File: config.mk
export PLATFORM = sky130hd
export DESIGN_NAME = icache
export DESIGN_NICKNAME = d
export VERILOG_FILES = /design/src/rtl/cpu_types_pkg.sv /design/src/rtl/icache.sv
export SDC_FILE = /design/constraint.sdc
export NUM_CORES = 1
export LEC_CHECK = 0
export CORE_ASPECT_RATIO = 0.7
export CORE_MARGIN = 1
export CORE_UTILIZATION = 60
export CTS_CLUSTER_SIZE = 14
export DETAILED_ROUTE_END_ITERATION = 6
export PLACE_DENSITY_LB_ADDON = 0.25
export SETUP_SLACK_MARGIN = 0.1
export SLEW_MARGIN = 0
export SYNTH_ARGS = -nofsm -noshare
export SYNTH_HDL_FRONTEND = slang
export SYNTH_SLANG_ARGS = --single-unit
File: constraint.sdc
create_clock -name CLK -period 6.68 [get_ports CLK]
set_input_delay 1.336 -clock CLK [delete_from_list [all_inputs] [get_ports CLK]]
set_output_delay 1.336 -clock CLK [all_outputs]
set_load 0.1 [all_outputs]
File: src/rtl/cpu_types_pkg.sv
// Shared CPU datapath types plus the icache frame, address-view and FSM types.
package cpu_types_pkg;

    typedef logic [31:0] word_t;

    localparam int ICACHE_SETS = 16;
    localparam int ICACHE_IDXW = $clog2(ICACHE_SETS);
    localparam int ICACHE_TAGW = 30 - ICACHE_IDXW;

    typedef struct packed {
        logic                   valid;
        logic [ICACHE_TAGW-1:0] tag;
        word_t                  data;
    } icache_frame_t;

    typedef struct packed {
        logic [ICACHE_TAGW-1:0] tag;
        logic [ICACHE_IDXW-1:0] idx;
        logic [1:0]             bytoff;
    } icachef_t;

    typedef enum logic [0:0] {
        IDLE = 1'b0,
        FILL = 1'b1
    } icache_state_t;

endpackage

File: src/rtl/icache.sv
// Direct-mapped, one-word-per-frame instruction cache with a blocking fill FSM.
// Optional hit/miss statistics ports are added when ICACHE_STATS_EN is defined.
module icache
    import cpu_types_pkg::*;
#(
    parameter int SETS = 16
) (
    input  logic  CLK,
    input  logic  nRST,
    input  logic  imemREN,
    input  word_t imemaddr,
    output logic  ihit,
    output word_t imemload,
    output logic  iREN,
    output word_t iaddr,
    input  logic  iwait,
    input  word_t iload
`ifdef ICACHE_STATS_EN
    ,
    output word_t hit_count,
    output word_t miss_count
`endif
);

    localparam int IDX  = $clog2(SETS);
    localparam int TAGW = 30 - IDX;

    logic [SETS-1:0] valid_r;
    logic [TAGW-1:0] tag_r [SETS];
    word_t           data_r [SETS];

    icache_state_t   state_r;
    icache_state_t   nextState_s;
    logic [29:0]     latchAddr_r;

    logic [IDX-1:0]  reqIdx_s;
    logic [TAGW-1:0] reqTag_s;
    logic [IDX-1:0]  fillIdx_s;
    logic [TAGW-1:0] fillTag_s;
    logic            lookupHit_s;
    logic            startFill_s;
    logic            fillDone_s;
    logic            unusedBits_s;

    assign reqIdx_s     = imemaddr[IDX+1:2];
    assign reqTag_s     = imemaddr[31:IDX+2];
    assign fillIdx_s    = latchAddr_r[IDX-1:0];
    assign fillTag_s    = latchAddr_r[29:IDX];
    assign lookupHit_s  = imemREN & valid_r[reqIdx_s] & (tag_r[reqIdx_s] == reqTag_s);
    assign unusedBits_s = ^imemaddr[1:0];

    // Next-state and output decode; a fill always runs to completion once started.
    always_comb begin
        nextState_s = state_r;
        ihit        = 1'b0;
        imemload    = 32'h0000_0000;
        iREN        = 1'b0;
        iaddr       = 32'h0000_0000;
        startFill_s = 1'b0;
        fillDone_s  = 1'b0;
        case (state_r)
            IDLE: begin
                if (lookupHit_s) begin
                    ihit     = 1'b1;
                    imemload = data_r[reqIdx_s];
                end else if (imemREN) begin
                    startFill_s = 1'b1;
                    nextState_s = FILL;
                end else begin
                    nextState_s = IDLE;
                end
            end
            FILL: begin
                iREN  = 1'b1;
                iaddr = {latchAddr_r, 2'b00};
                if (!iwait) begin
                    fillDone_s  = 1'b1;
                    nextState_s = IDLE;
                end else begin
                    nextState_s = FILL;
                end
            end
            default: begin
                nextState_s = IDLE;
            end
        endcase
    end

    // FSM state, latched miss address and valid bits.
    always_ff @(posedge CLK or negedge nRST) begin
        if (!nRST) begin
            state_r     <= IDLE;
            latchAddr_r <= 30'h0;
            valid_r     <= '0;
        end else begin
            state_r <= nextState_s;
            if (startFill_s) begin
                latchAddr_r <= imemaddr[31:2];
            end else begin
                latchAddr_r <= latchAddr_r;
            end
            if (fillDone_s) begin
                valid_r[fillIdx_s] <= 1'b1;
            end else begin
                valid_r <= valid_r;
            end
        end
    end

    // Tag and data storage; contents are meaningless until the valid bit is set.
    always_ff @(posedge CLK) begin
        if (fillDone_s) begin
            tag_r[fillIdx_s]  <= fillTag_s;
            data_r[fillIdx_s] <= iload;
        end else begin
            tag_r[fillIdx_s]  <= tag_r[fillIdx_s];
            data_r[fillIdx_s] <= data_r[fillIdx_s];
        end
    end

`ifdef ICACHE_STATS_EN
    // Statistics: hits per cycle, misses per fill start; both wrap naturally.
    always_ff @(posedge CLK or negedge nRST) begin
        if (!nRST) begin
            hit_count  <= 32'h0000_0000;
            miss_count <= 32'h0000_0000;
        end else begin
            if (ihit) begin
                hit_count <= hit_count + 32'd1;
            end else begin
                hit_count <= hit_count;
            end
            if (startFill_s) begin
                miss_count <= miss_count + 32'd1;
            end else begin
                miss_count <= miss_count;
            end
        end
    end
`endif

endmodule

== Word-level counts from Yosys, hierarchy flattened ==
Memories as Yosys holds them, arrays and structs flattened.
Cells that the tools add are included.
Cells by class
  order comparisons: 3
  eq/ne operators: 2
  mux-type cells: 22
  bitwise logic cells: 6
  reduce and logical (&&, ||, !) cells: 2
Operators by type and width (count)
  two-way mux 32 bit: 4
  equality test 26 bit: 1
  two-way mux 26 bit: 1
  OR 16 bit: 1
  two-way mux 1 bit: 14
  less-than comparator 4 x 5 -> 1 bit, second input constant: 2
  binary-select mux 1 bit (select 4 bit): 1
  demux 1 bit (select 4 bit): 1
  greater-or-equal comparator 4 x 1 -> 1 bit, second input constant: 1
  AND 1 bit: 2
  OR 1 bit: 2
  one-hot mux 1 bit (2 select lines): 1
  AND reduction 2 bit: 1
  logical AND 1 bit: 1
  inequality test 0 bit: 1
  NOT 1 bit: 1
Storage, ports and cells
  bits in registers: 47
  memory bits (writable): 928
  bits of input ports: 68
  output and inout port bits: 66
  word-level logic and storage cells: 40
  memories kept: 2
Memories
  data_r: depth 16, width 32, read ports 1, clocked after Yosys merged registers in 0, wr ports 1, line icache.sv:30  | word_t data_r [SETS];
  tag_r: depth 16, width 26, read ports 1, clocked after Yosys merged registers in 0, wr ports 1, line icache.sv:29  | logic [TAGW-1:0] tag_r [SETS];

== Longest topological paths before layout ==
  word-level depth: 6
  depth in mapped cells: 13
  mapped depth without buffers: 8

== Least setup slack after synthesis ==
Ideal clock, no wire load.
  path kind: register to register
  from: reg state_r
  to: reg valid_r[3]
  library setup time: 0.089 ns
  data arrival time: 6.655 ns
  required time: 6.591 ns
  path slack: -0.064 ns
  stages on the path, launching flop included: 5
  path buffers: 0
  period minus slack after synthesis: 6.744 ns
  cell sequence: dfrtp_1 and2_1 nand3b_1 nor3_1 or2_2
Between the ends
  cells in the longest elaborated chain, start to end: 1
RTL lines
  start: declaration: line icache.sv:32  | icache_state_t state_r;
  start signal: assignment: line icache.sv:96  | state_r <= nextState_s;
  two-way mux 1 bit: line icache.sv:61  | case (state_r)
  end signal: assignment: line icache.sv:105  | valid_r <= valid_r;
  end: declaration: line icache.sv:28  | logic [SETS-1:0] valid_r;
Every way passes these cells.
A chain may end at the register's enable or synchronous reset.

== Worst setup path in the final report ==
  from: in imemaddr[3]
  to: out imemload[30]
Between the ends
  cells in the longest elaborated chain, start to end: 6
  elaborated cells between the ends (all ways): 9
  classes of those cells: 1 x eq/ne; 4 x mux; 2 x bitwise; 2 x memory
RTL lines
  start: declaration: line icache.sv:11  | input word_t imemaddr,
  parallel branches: the longest is 4 deep, another holds memory read (16 x 26 bit)
  two-way mux 32 bit *: line icache.sv:63  | if (lookupHit_s) begin
  two-way mux 32 bit *: line icache.sv:61
  end: declaration: line icache.sv:13  | output word_t imemload,
Mark *: on every way between the ends. The select of a mux whose other input is x is not followed.

==> impl_metrics.tcl <==
set metrics [dict create \
    final-seq-area_sq_mm 0.0290 \
    crit_fanout 33 \
    hold_depth 1 \
    r2r_slack_ns 2.93 \
    grt_overflow 0 \
    worst_clock_skew_ns 0.0282 \
    hold_start "valid_r[11]$_DFFE_PN0P_" \
    r2r_cells 9 \
    cts_sinks 975 \
    grt_pass1_wl_mm 123 \
    setup_ws_ns 0.456 \
    min_path_type "flop to flop" \
    wl_per_cell_microns 30.4 \
    start_util 0.613 \
    grt_pass1_vias 18500 \
    hold_buffers 0 \
    drc_errors 0 \
    finalCritPeriodShare 0.932 \
    core_sq_mm 0.0621 \
    dr.first_iter.drc_count 2199 \
    power.density_mw_per_mm2 306 \
    fin_nets 1943 \
    postCtsSetupRepairBufs 0 \
    ys.flop_type "edfxtp_1" \
    outcome "finished, final reports clean" \
    num_rows 76 \
    critPathBufInv 3 \
    die_area_sq_mm 0.0644 \
    endpoint_kind "output port" \
    nFillCells 3582 \
    firstDrtPassIters 7 \
    synthDistinctLibCells 61 \
    grt_usage 0.270 \
    h-tree-depth 3 \
    start_kind "primary input" \
    io_buffers 129 \
    final_max_slew_viol_count 0 \
    max_stage_delay_ns 0.56 \
    clk_path_buf_depth 3 \
    dp_hpwl_mm 44.0 \
    rsz0062_at_grt "false" \
    reg2reg_to "latchAddr_r[2]$_DFFE_PN0P_" \
    cts_tree "built" \
    boundaryPins 134 \
    vdd_ir_drop_max_mv 0.207 \
    finalHoldViolations 0 \
    ys_ff_latch 975 \
    worstHoldEndpoint "valid_r[11]$_DFFE_PN0P_" \
    area_delta_synth_final_pct 14.6 \
    finalNonFillerCells 2763 \
    avgSynthCellArea_sq_um 22.6 \
    synthCells 1681 \
    finalSetupViolations 0 \
    arrival_ns 4.89 \
    routed_wl_mm 83.9 \
    fmax_mhz 161 \
    synth_edf_count 928 \
    synth_seq_area_share 0.763 \
    place_congestion 0.802 \
    numCtsBuffers 89 \
    grt_max_degree 54 \
    min_period_ns 6.22 \
    yosysWarnings 0 \
    max-cap-violations 0 \
    crit_top_cell "buf_12" \
    cts_resized 0 \
    place_inst 2603 \
    ant_nets 0 \
    crit_slowest_cell "mux4_2" \
    clk_pin_slew_ns 0.06 \
    tns_ns 0 \
    place_ws_ns 0.467 \
    via_count 18100 \
    cp_top_family "simple AND/OR/NAND/NOR gates" \
    worstReg2RegStart "tag_r[14][14]$_DFFE_PP_" \
    fp.dieH_microns 213 \
    power_leakage_nw 14.1 \
    drive_gt1_frac 0.280 \
    async_flop_share 0.0482 \
    worst_ep_required_time_ns 5.34 \
    multi_input_area_sq_mm 0.00864 \
    tightest_slew_ns 1.13 \
    path_cells "buf_6 > mux4_2 > mux2i_1 > xor2_1 > nand3_1 > a211o_1 > nor4_2 > and4_1 > buf_12 > and2_1 > buf_12" \
    maxSlewHeadroom 0.246 \
    crit_type "primary input to output port" \
    antenna_found_initial 3 \
    chipWidth_microns 303 \
    clk_latency_ns 0.64 \
    netlist_area_sq_mm 0.0380 \
    clock-root-buffer "clkbuf_16" \
    via_per_inst 6.56 \
]
-- synth_stat cells, drive strengths merged, types with 6 or more instances --
library cell | n | area share
inv | 6 | 0.00059
nor2 | 21 | 0.0021
nand2 | 13 | 0.0013
mux2i | 75 | 0.020
or2 | 17 | 0.0028
clkbuf | 35 | 0.0035
nand4 | 6 | 0.00099
mux4 | 247 | 0.15
buf | 52 | 0.0090
nor3 | 10 | 0.0013
a21oi | 7 | 0.00092
xor2 | 13 | 0.0030
dfrtp | 47 | 0.031
nand2b | 7 | 0.0012
mux2 | 33 | 0.013
edfxtp | 928 | 0.73
and2 | 65 | 0.011
xnor2 | 26 | 0.0060
a22o | 7 | 0.0016
-- metal layers --
metal  share of wire  routed length [microns]  global-route usage
met1            0.41                    34000               0.405
met2            0.48                    40500               0.418
met3           0.089                     7490              0.0482
met4           0.022                     1870              0.0745
met5         0.00014                       12                   0
-- power by group --
part           leakage [nW]  switching [mW]  internal [mW]
combinational          3.87           0.749          0.473
clock                  1.34            2.14           2.68
sequential             8.91           0.236           7.07
total                  14.1            3.12           10.2
-- how the worst max path moves through the flow --
stage	start	end	slack, ns	depth (start not counted)
floorplan	iwait	valid_r[0]$_DFFE_PN0P_	0.51	4
global placement	imemaddr[2]	imemload[29]	0.52	12
detailed placement	imemaddr[2]	imemload[4]	0.47	12
CTS	imemaddr[2]	imemload[27]	0.48	12
global route	imemaddr[2]	imemload[27]	0.23	12
finish	imemaddr[3]	imemload[30]	0.46	11
-- flip-flops by register name (all words and copies together), names as in the netlist --
signal,flops
data_r,512
latchAddr_r,30
state_r,1
tag_r,416
valid_r,16
-- kinds of logic (layout without fill, tap and decap cells) --
family / count (synthesis) / after routing / share of synthesized area
DFF: 975 / 975 / 0.763
other: 1 / 3 / 0.0000986
and+or+nand+nor: 162 / 162 / 0.0245
muxes: 355 / 355 / 0.179
xor gates and xnor gates: 39 / 39 / 0.00898
AOI/OAI and AO/OA: 55 / 55 / 0.0113
buffers and inverters: 94 / 355 / 0.0132
-- final cells by class --
cell class / instances / area share
antenna: 1 / 0.0000574
multi-input combinational: 613 / 0.198
clock buffer: 120 / 0.0568
timing repair buffer: 189 / 0.0493
clock inverter: 39 / 0.00559
sequential: 975 / 0.666
inverter: 7 / 0.000631
tap: 819 / 0.0235
-- placed cells by master, fill, tap and decap left out, drive strengths merged, types with 10 or more instances in the layout --
cell / instances
and2: 65
buf: 98
clkbuf: 120
clkdlybuf4s50: 91
clkinv: 35
dfrtp: 47
edfxtp: 928
mux2: 33
mux2i: 75
mux4: 247
nand2: 13
nor2: 21
nor3: 10
or2: 17
xnor2: 26
xor2: 13
-- metrics by stage --
step | utilization | hold WS (ns) | instance area (sq um) | total power, mW
final | 0.702 | 0.460 | 43600 | 13.3
after global routing | 0.702 | 0.483 | 43600 | 13.7
after CTS | 0.702 | 0.463 | 43600 | 13.4
after detailed placement | 0.658 | 0.448 | 40900 | 8.65
after global placement | 0.658 | 0.445 | 40900 | 8.60
after floorplan | - | 0.434 | 38100 | 8.19
-- worst register-to-register path, stage by stage (launching register included) --
cell	delay [ns]
edfxtp_1	0.36
mux4_2	0.47
mux2i_1	0.17
xor2_1	0.47
nand3_1	0.20
a211o_1	0.31
nor4_2	0.48
a31oi_4	0.33
buf_4	0.43
mux2_4	0.42
(Power assumes the default switching activity.)
